==> src/rtl/pipeline_hazard_controller.sv <==
// Pipeline hazard controller: load-use stall, taken-branch flush and memory-busy freeze,
// with saturating stall and flush event counters.
module pipeline_hazard_controller (
    input  logic        clock,
    input  logic        reset,
    input  logic [4:0]  ID_rs1,
    input  logic [4:0]  ID_rs2,
    input  logic        ID_uses_rs1,
    input  logic        ID_uses_rs2,
    input  logic [4:0]  EX_rd,
    input  logic        EX_mem_read,
    input  logic        Branch_Taken,
    input  logic        Mem_Busy,
    output logic        STALL,
    output logic        DUMP,
    output logic        PC_Write,
    output logic        ID_EX_Bubble,
    output logic        Pipe_Freeze,
    output logic [15:0] Stall_Cycles,
    output logic [15:0] Flush_Count
);

    localparam int unsigned REG_W = 5;
    localparam int unsigned CNT_W = 16;
    localparam logic [CNT_W-1:0] CNT_MAX = '1;

    typedef enum logic {RUN, FLUSH} state_t;

    state_t state;
    state_t state_next;
    logic   load_use;
    logic   flush_inc;

    // Load in Execute whose destination is a live source of the Decode instruction
    always_comb begin
        load_use = EX_mem_read && (EX_rd != REG_W'(0)) &&
                   ((ID_uses_rs1 && (ID_rs1 == EX_rd)) ||
                    (ID_uses_rs2 && (ID_rs2 == EX_rd)));
    end

    // Control outputs are same-cycle; priority: reset, busy, branch, flush, load-use
    always_comb begin
        STALL        = 1'b0;
        DUMP         = 1'b0;
        PC_Write     = 1'b1;
        ID_EX_Bubble = 1'b0;
        Pipe_Freeze  = 1'b0;
        flush_inc    = 1'b0;
        state_next   = state;

        if (reset) begin
            PC_Write     = 1'b0;
            DUMP         = 1'b1;
            ID_EX_Bubble = 1'b1;
            state_next   = RUN;
        end else if (Mem_Busy) begin
            STALL       = 1'b1;
            PC_Write    = 1'b0;
            Pipe_Freeze = 1'b1;
        end else if (Branch_Taken) begin
            DUMP         = 1'b1;
            ID_EX_Bubble = 1'b1;
            flush_inc    = 1'b1;
            state_next   = FLUSH;
        end else if (state == FLUSH) begin
            // Second squash cycle covers the instruction-memory read latency
            DUMP       = 1'b1;
            state_next = RUN;
        end else if (load_use) begin
            STALL        = 1'b1;
            PC_Write     = 1'b0;
            ID_EX_Bubble = 1'b1;
        end
    end

    always_ff @(posedge clock) begin
        if (reset) begin
            state        <= RUN;
            Stall_Cycles <= '0;
            Flush_Count  <= '0;
        end else begin
            state <= state_next;
            if (STALL && (Stall_Cycles != CNT_MAX))
                Stall_Cycles <= Stall_Cycles + CNT_W'(1);
            if (flush_inc && (Flush_Count != CNT_MAX))
                Flush_Count <= Flush_Count + CNT_W'(1);
        end
    end

endmodule

==> config.mk <==
export PLATFORM = sky130hd
export DESIGN_NAME = pipeline_hazard_controller
export DESIGN_NICKNAME = d
export VERILOG_FILES = /design/src/rtl/pipeline_hazard_controller.sv
export SDC_FILE = /design/constraint.sdc
export NUM_CORES = 1
export LEC_CHECK = 0
export ABC_CLOCK_PERIOD_IN_PS = 6050
export CAP_MARGIN = 20
export CORE_ASPECT_RATIO = 0.7
export CORE_MARGIN = 3
export CORE_UTILIZATION = 49
export DETAILED_ROUTE_END_ITERATION = 7
export PLACE_DENSITY_LB_ADDON = 0.3
export SLEW_MARGIN = 20
export SYNTH_ARGS = -nofsm -noshare
export SYNTH_HDL_FRONTEND = slang
export SYNTH_SLANG_ARGS = --single-unit
==> constraint.sdc <==
create_clock -name clock -period 6.05 [get_ports clock]
set_input_delay 1.21 -clock clock [delete_from_list [all_inputs] [get_ports clock]]
set_output_delay 1.21 -clock clock [all_outputs]
set_load 0.01 [all_outputs]
Yosys cells after proc, flatten, opt, wreduce, memory -nomap -nowiden
Index checks and enable logic that the tools add are counted.
W data, S select, Z words.
Storage, ports and cells
  output and inout port bits: 37
  register bits: 33
  logic and storage cells: 39
  input bits: 22
Operators by class
  reduce and logical (&&, ||, !) cells: 8
  $add $sub $neg: 2
  mux-type cells: 22
  equal/unequal tests: 4
Operator list (number)
  $add A16 B1 Y16 const B: 2
  $ne A16 B16 Y1 const B: 2
  $mux W1: 22
  $eq A5 B5 Y1: 2
  $logic_and A1 B1 Y1: 6
  $reduce_bool A5 Y1: 1
  $logic_or A1 B1 Y1: 1

Longest topological paths before layout
Gate-level depths: netlist (run 1).
  depth in word-level cells: 10
  depth in mapped cells: 8
  depth with buffers taken out: 7

Worst setup path before layout (run 1)
OpenSTA, ideal clock, no wires.
  kind: input -> output
  start: input port EX_rd[1]
  end: output port PC_Write
  cell stages on the path: 6
  slack: 2.306 ns
  path buffers: 1
  arrival time: 2.534 ns
  data required time: 4.840 ns
  path through: or4_1 > o21ai_2 > nor2_2 > a21oi_4 > buf_6 > nor2b_1
Between the ends
  longest elaborated chain between the ends: 9
  elaborated cells on any way between the ends: 13
  those cells by class: eq/ne (2); mux (5); reduce/logical (6)
RTL lines
  start, declared: RTL line 10  | input logic [4:0] EX_rd,
  $eq A5 B5 Y1 (on tied branches): RTL line 37, 38
  $logic_and A1 B1 Y1 (on tied branches): RTL line 37, 38
  $logic_or A1 B1 Y1: RTL line 37  | ((ID_uses_rs1 && (ID_rs1 == EX_rd)) ||
  $logic_and A1 B1 Y1 *: RTL line 36  | load_use = EX_mem_read && (EX_rd != REG_W'(0)) &&
  $mux W1 *: RTL line 69  | end else if (load_use) begin
  $mux W1 *: RTL line 65  | end else if (state == FLUSH) begin
  $mux W1 *: RTL line 60  | end else if (Branch_Taken) begin
  $mux W1 *: RTL line 56  | end else if (Mem_Busy) begin
  $mux W1 *: RTL line 51  | if (reset) begin
  end, declared: RTL line 16  | output logic PC_Write,
Every way passes the cells marked *; elsewhere a longest branch is shown, timed or not.

Worst setup path after layout (run 1)
Ends and elaborated chain as after synthesis.

==> results by group, run 1 <==
Status
  • Outcome: completed

CTS
  • H-tree Lvls: 2
  • Hold-fix buffers, CTS: 0
  • CTS tree: yes
  • Clk root buf: clkbuf_8
  • Clock-pin transition on the worst setup and hold timing paths: 70 ps
  • Clk buf depth: 2
  • Post-CTS Setup Bufs: 0
  • TritonCTS Sinks: 33
  • Worst-Skew Late Latency: 280 ps
  • CTS Buf Count: 5
  • Post-cts sizing count: 0

Worst hold path
  • Min-delay worst type: reg2reg

STA
  • RSZ-0062 raised after global routing: false
  • Tmin final: 4790 ps
  • Slew @ Worst Pin: 554 ps
  • Final Max Slew Viols: 0
  • Setup Viol. Count Final: 0
  • Max Clock Skew: 5.72 ps
  • Highest clock rate: 209 MHz
  • Rel. slew slack: 0.629
  • Final Hold Viols: 0
  • Setup_tns: 0 ps
  • Tcrit/Tclk final: 0.792

Logic synthesis
  • Post-synth EDFFs: 0
  • #FFs+latches synth: 33
  • Post-synth top area share: 0.368
  • Count leader, synth: dfxtp_1
  • Synth Flop Type: dfxtp_1
  • Post-synth ARST share: 0
  • Post-synth top area cell: dfxtp_1
  • Sequential element share of the synthesized area: 0.368
  • Mean area per synthesized cell: 8.31 um2
  • Ranking of synthesized cells by area: dfxtp_1 37%, xnor2_1 9.3%, nor2_1 4.8%
  • Net count after synthesis: 240
  • Synthesized area: 1800 um2
  • Ys Warns: 0
  • Commonest cells in the netlist: 33 x dfxtp_1, 23 x nor2_1, 19 x xnor2_1, 17 x a21oi_1, 15 x nand3_1
  • Synth cell types: 41
  • Post-Syn Instances: 216

Worst setup path
  • Crit path kind: in2out
  • CP required: 4840 ps
  • Critical path peak fanout: 16
  • Critical Path AT: 3580 ps
  • CP startpoint kind: input pin
  • Worst Setup End Kind: output port

Floorplanning
  • Die extent in x: 78.4 um
  • Total I/O pin count: 59
  • Core Rows: 17
  • Total Die Area: 4440 um2
  • Die Y: 56.6 um
  • Core area: 3320 um2
  • Starting density of the core: 0.541

Global route
  • GR Overflow Total: 0
  • GRT Util Overall: 0.205
  • Global-route wire length before repair: 7300 um
  • Largest net degree at the start of global routing: 28
  • Vias in the first global route: 1648
  • Antenna violations before repair: 0

Drt
  • WL final: 4270 um
  • DRT Pass-1 Iters: 4
  • DRC viols: 0
  • DRT iter0 DRCs: 92
  • Wirelength per Cell: 13.2 um
  • Number of vias per cell: 5.38
  • Final ANT Viol Nets: 0
  • Vias: 1743

Layout
  • Antenna diodes: 0
  • Layout cells sized above 1: 0.0686
  • Layout area overhead: 40.6%
  • Sequential standard cell area: 661 um2
  • Multi-input gate area: 1070 um2
  • Fillers: 265
  • NumNets Final: 300

Place
  • Port bufs: 58
  • GPL Wtd Cong: 0.779
  • Detail Placement HPWL: 3200 um

Power and ir drop
  • Clock share of power: 0.436
  • P_sw: 0.109 mW
  • Switch share: 0.221
  • VDD IR-drop max: 0.116 mV
  • Static leakage: 0.793 nW
  • Part of the power in registers: 0.451
  • Total internal power: 0.384 mW
  • Logic pwr share: 0.113
  • Overall power: 0.493 mW
  • PD cells: 195 nW/um2

Run
  • Max Cap Violations: 0
-- worst max-delay path, cell delays in order --
cell and delay (ps):
clkdlybuf4s50_1 460, or4_1 570, o21ai_2 210, nor2_2 70, a21oi_4 340, nor2b_1 170
clkdlybuf4s50_1 540
-- flip-flops by register name, summed over array words and instances, names as in the netlist --
signal	count
Flush_Count	16
Stall_Cycles	16
state	1
-- per-stage QoR --
stage / instances / hold slack [ps] / setup WS, ps / util / instance area, um2
after floorplan: 216 / 450 / 2310 / - / 1800
after global placement: 316 / 465 / 1310 / 0.725 / 2410
after detailed placement: 316 / 473 / 1270 / 0.725 / 2410
after CTS: 324 / 483 / 1270 / 0.761 / 2520
after global routing: 324 / 503 / 1110 / 0.761 / 2520
final: 324 / 491 / 1260 / 0.761 / 2520
-- path summary, 6_finish.rpt --
check	start	to	slack (ps)	depth (start not counted)
worst max-delay path	EX_rd[1]	PC_Write	1260	7
worst min-delay path	state	state	490	2
worst max register to register	Stall_Cycles[0]	Stall_Cycles[7]	3790	7
worst min register to register	state	state	490	2
-- layout make-up --
| class | count | share of cell area |
|---|---|---|
| inverter | 5 | 0.00744 |
| clock inverter | 1 | 0.0119 |
| timing repair buffer | 60 | 0.236 |
| clock buffer | 7 | 0.0342 |
| sequential | 33 | 0.262 |
| multi-input combinational | 171 | 0.425 |
| tap | 47 | 0.0233 |
-- per-layer routing --
metal	share of wire	vias to the layer above	track usage
met1	0.49	777	0.279
met3	0.061	5	0.0561
met5	0	-	0
li1	-	894	-
met2	0.44	67	0.313
met4	0.011	0	0.0673
-- logic make-up (layout without fill, tap and decap cells) --
logic type               after synthesis  count (layout)  share of synthesized area
XOR/XNOR                              23              23                      0.112
flip-flops                            33              33                      0.368
buffers and inverters                 12              73                     0.0341
AO/OA/AOI/OAI                         42              42                      0.153
adder cells (fa/ha/maj)                2               2                     0.0139
AND/OR/NAND/NOR                      101             101                      0.299
multiplexers                           3               3                     0.0195
-- power by group through the flow --
stage / registers, mW / logic [mW] / clock network, mW
2_1_floorplan: 0.228 / 0.0269 / 0
3_3_place_gp: 0.227 / 0.0544 / 0
3_5_place_dp: 0.228 / 0.0557 / 0
4_1_cts: 0.223 / 0.0563 / 0.218
5_1_grt: 0.223 / 0.0611 / 0.230
6_report: 0.223 / 0.0557 / 0.215
-- cells in the final DEF, fill, tap and decap left out, types with 2 or more instances in the layout --
cell | netlist | final
clkdlybuf4s50_1 | 0 | 58
dfxtp_1 | 33 | 33
nor2_1 | 23 | 23
xnor2_1 | 19 | 19
a21oi_1 | 17 | 17
nand3_1 | 15 | 15
nand2_1 | 14 | 14
or3_1 | 11 | 11
o21ai_1 | 9 | 9
nand4_1 | 8 | 8
nor3_1 | 7 | 7
clkbuf_8 | 0 | 6
nor2b_1 | 5 | 5
inv_1 | 5 | 5
o31ai_1 | 5 | 5
or4_1 | 4 | 4
xor2_1 | 4 | 4
a21oi_4 | 2 | 2
o21bai_1 | 2 | 2
and3_1 | 2 | 2
nand2b_1 | 2 | 2
nor4_1 | 2 | 2
mux2i_1 | 2 | 2
o21ai_0 | 2 | 2
ha_1 | 2 | 2
buf_4 | 0 | 2
(Power assumes the default switching activity.)
==> run 2, diff against run 1 <==
--- a/config.mk
+++ b/config.mk
@@ -5,11 +5,11 @@
 export SDC_FILE = /design/constraint.sdc
 export NUM_CORES = 1
 export LEC_CHECK = 0
-export ABC_CLOCK_PERIOD_IN_PS = 6050
+export ABC_CLOCK_PERIOD_IN_PS = 4700
 export CAP_MARGIN = 20
 export CORE_ASPECT_RATIO = 0.7
 export CORE_MARGIN = 3
-export CORE_UTILIZATION = 49
+export CORE_UTILIZATION = 46
 export DETAILED_ROUTE_END_ITERATION = 7
 export PLACE_DENSITY_LB_ADDON = 0.3
 export SLEW_MARGIN = 20
==> constraint.sdc (replaced) <==
create_clock -name clock -period 4.7 [get_ports clock]
set_input_delay 0.94 -clock clock [delete_from_list [all_inputs] [get_ports clock]]
set_output_delay 0.94 -clock clock [all_outputs]
set_load 0.01 [all_outputs]
==> run 2 against run 1 <==
Global-route usage down 0.72 points. Register-to-register slack got worse by 1400 ps. Critical path depth unchanged. Non-clock buffer count did not move. Final cell count rose by 0.93%. Critical path type unchanged. Largest power group unchanged.
==> results by group, run 2 (synthesized netlist as in run 1, its figures left out) <==
STA
  • Setup_tns: 0 ps (unchanged)
  • Tmin final: 4280 ps
  • Highest clock rate: 234 MHz
  • Tcrit/Tclk final: 0.911
  • Max Clock Skew: 3.81 ps (-1.91 ps)
  • Final Max Slew Viols: 0 (unchanged)
  • RSZ-0062 raised after global routing: false
  • Slew @ Worst Pin: 776 ps (+222 ps)
  • Setup Viol. Count Final: 0 (unchanged)
  • Hold WS: 475 ps (-15.9 ps)
  • Rel. slew slack: 0.479 (-0.150)
  • Final Hold Viols: 0 (unchanged)

Worst setup path
  • Worst-case reg-to-reg path depth: 6 (-1)
  • Crit path kind: in2out
  • Delay-heaviest family, CP: buffers and inverters
  • Cell mode on critical path: clkdlybuf4s50_1
  • CP startpoint kind: input pin
  • Critical path peak fanout: 16 (unchanged)
  • Critical Path AT: 3340 ps (-240 ps)
  • Critical path's slowest cell: or4_1
  • Crit path buf inv count: 2 (unchanged)
  • Reg-to-reg startpoint: Flush_Count[0]
  • Crit-path max cell delay: 570 ps (about the same)
  • FF-to-FF End: Flush_Count[15]
  • CP required: 3760 ps (-1080 ps)
  • Worst path cell trace: clkdlybuf4s50_1, or4_1, o21ai_2, nor2_2, a21oi_4, nor2b_1, clkdlybuf4s50_1
  • Critical path depth: 7 (unchanged)
  • R2r setup slk: 2430 ps (-1360 ps)
  • Worst Setup End Kind: output port

Drt
  • WL met2: 1950 um (+4.3%)
  • DRT iter0 DRCs: 89 (-3.3%)
  • DRC viols: 0 (unchanged)
  • Max Used Layer: met4
  • Met1 wire length: 2090 um (about the same)
  • WL final: 4410 um (+3.3%)
  • Met3 WL: 296 um (+13%)
  • Wirelength per Cell: 13.5 um (+2.3%)
  • Vias: 1770 (+1.5%)
  • Number of vias per cell: 5.41 (+0.62%)
  • DRT Pass-1 Iters: 4 (unchanged)
  • Final ANT Viol Nets: 0 (unchanged)

Floorplanning
  • Total I/O pin count: 59 (unchanged)
  • Die Y: 58.3 um (+2.9%)
  • Core Rows: 18 (+1)
  • Total Die Area: 4700 um2 (+5.9%)
  • Die extent in x: 80.7 um (+3.0%)
  • Starting density of the core: 0.495 (-0.0459)
  • Core area: 3630 um2 (+9.3%)

CTS
  • TritonCTS Sinks: 33 (unchanged)
  • Clk buf depth: 2 (unchanged)
  • Post-CTS Setup Bufs: 0 (unchanged)
  • Clk root buf: clkbuf_8
  • H-tree Lvls: 2 (unchanged)
  • CTS tree: yes
  • Clock-pin transition on the worst setup and hold timing paths: 70 ps (about the same)
  • CTS Buf Count: 5 (unchanged)
  • Post-cts sizing count: 0 (unchanged)
  • Hold-fix buffers, CTS: 0 (unchanged)
  • Worst-Skew Late Latency: 290 ps (about the same)

Global route
  • GR Overflow Total: 0 (unchanged)
  • Global-route wire length before repair: 7150 um (-2.1%)
  • GRT Util Overall: 0.198 (-0.00719)
  • Vias in the first global route: 1612 (-2.2%)
  • Antenna violations before repair: 0 (unchanged)
  • Largest net degree at the start of global routing: 19 (-32%)

Layout
  • Layout cells sized above 1: 0.0722 (+0.00361)
  • Fillers: 302 (+14%)
  • Most common cell after layout, fill and taps aside: clkdlybuf4s50_1
  • Final Cell Area: 2530 um2 (+0.35%)
  • Largest regs: Flush_Count (16), Stall_Cycles (16), state (1)
  • Sequential standard cell area: 661 um2 (unchanged)
  • Most frequent cells in the layout: 58 x clkdlybuf4s50_1, 33 x dfxtp_1, 23 x nor2_1
  • Multi-input gate area: 1080 um2 (+0.47%)
  • Layout area overhead: 41.0%
  • NumNets Final: 300 (unchanged)
  • Antenna diodes: 0 (unchanged)

Status
  • Outcome: completed

Place
  • Port bufs: 58 (unchanged)
  • Detail Placement HPWL: 3230 um (+0.85%)
  • Post-place instance area: 2410 um2 (+0.16%)
  • GPL Wtd Cong: 0.743 (-4.6%)

Power and ir drop
  • Static leakage: 0.794 nW (+0.14%)
  • PD cells: 251 nW/um2 (+29%)
  • VDD IR-drop max: 0.169 mV (+46%)

Worst hold path
  • Hold Crit Start: state
  • WHS Endpoint: state
  • Hold path cells: 2 (unchanged)
  • Min-delay worst type: reg2reg

Run
  • Max Cap Violations: 0 (unchanged)
==> run 2: cell counts in the layout (fill, tap and decap cells not counted) <==
No cell type changed its count.
==> run 2: metrics by stage <==
stage / setup slack (ps) / util / instances / power (mW)
2_1_floorplan: 1500 / - / 216 / 0.328
3_3_place_gp: 473 / 0.665 / 319 / 0.364
3_5_place_dp: 431 / 0.665 / 319 / 0.365
4_1_cts: 419 / 0.697 / 327 / 0.640
5_1_grt: 317 / 0.698 / 327 / 0.656
6_report: 420 / 0.698 / 327 / 0.636
==> run 2: how the worst max path moves through the flow <==
stage | start | end
final | EX_rd[1] | PC_Write
after global routing | EX_rd[1] | PC_Write
after CTS | EX_rd[1] | PC_Write
after detailed placement | EX_rd[1] | PC_Write
after global placement | EX_rd[1] | PC_Write
after floorplan | EX_rd[1] | PC_Write
==> run 2: metal layers <==
layer  vias up  global-route usage
met5         -                   0
met1       808               0.258
met4         0              0.0892
met2        57               0.303
li1        896                   -
met3         9              0.0590
==> run 2: layout make-up <==
type	instances	area share
inverter	5	0.00741
tap	50	0.0247
clock inverter	1	0.0119
timing repair buffer	60	0.235
clock buffer	7	0.0341
sequential	33	0.261
multi-input combinational	171	0.426
==> run 2: power breakdown <==
group	internal, mW	switching (mW)	total, mW
Sequential	0.283	0.00410	0.287
Combinational	0.0393	0.0324	0.0717
Clock	0.173	0.105	0.278
Total	0.495	0.142	0.636
==> run 2: worst min-delay path, delay by kind of cell (launching register included) <==
family	cells	cell delay (ps)
compound gates	1	50
flops	1	320
simple gates	1	50
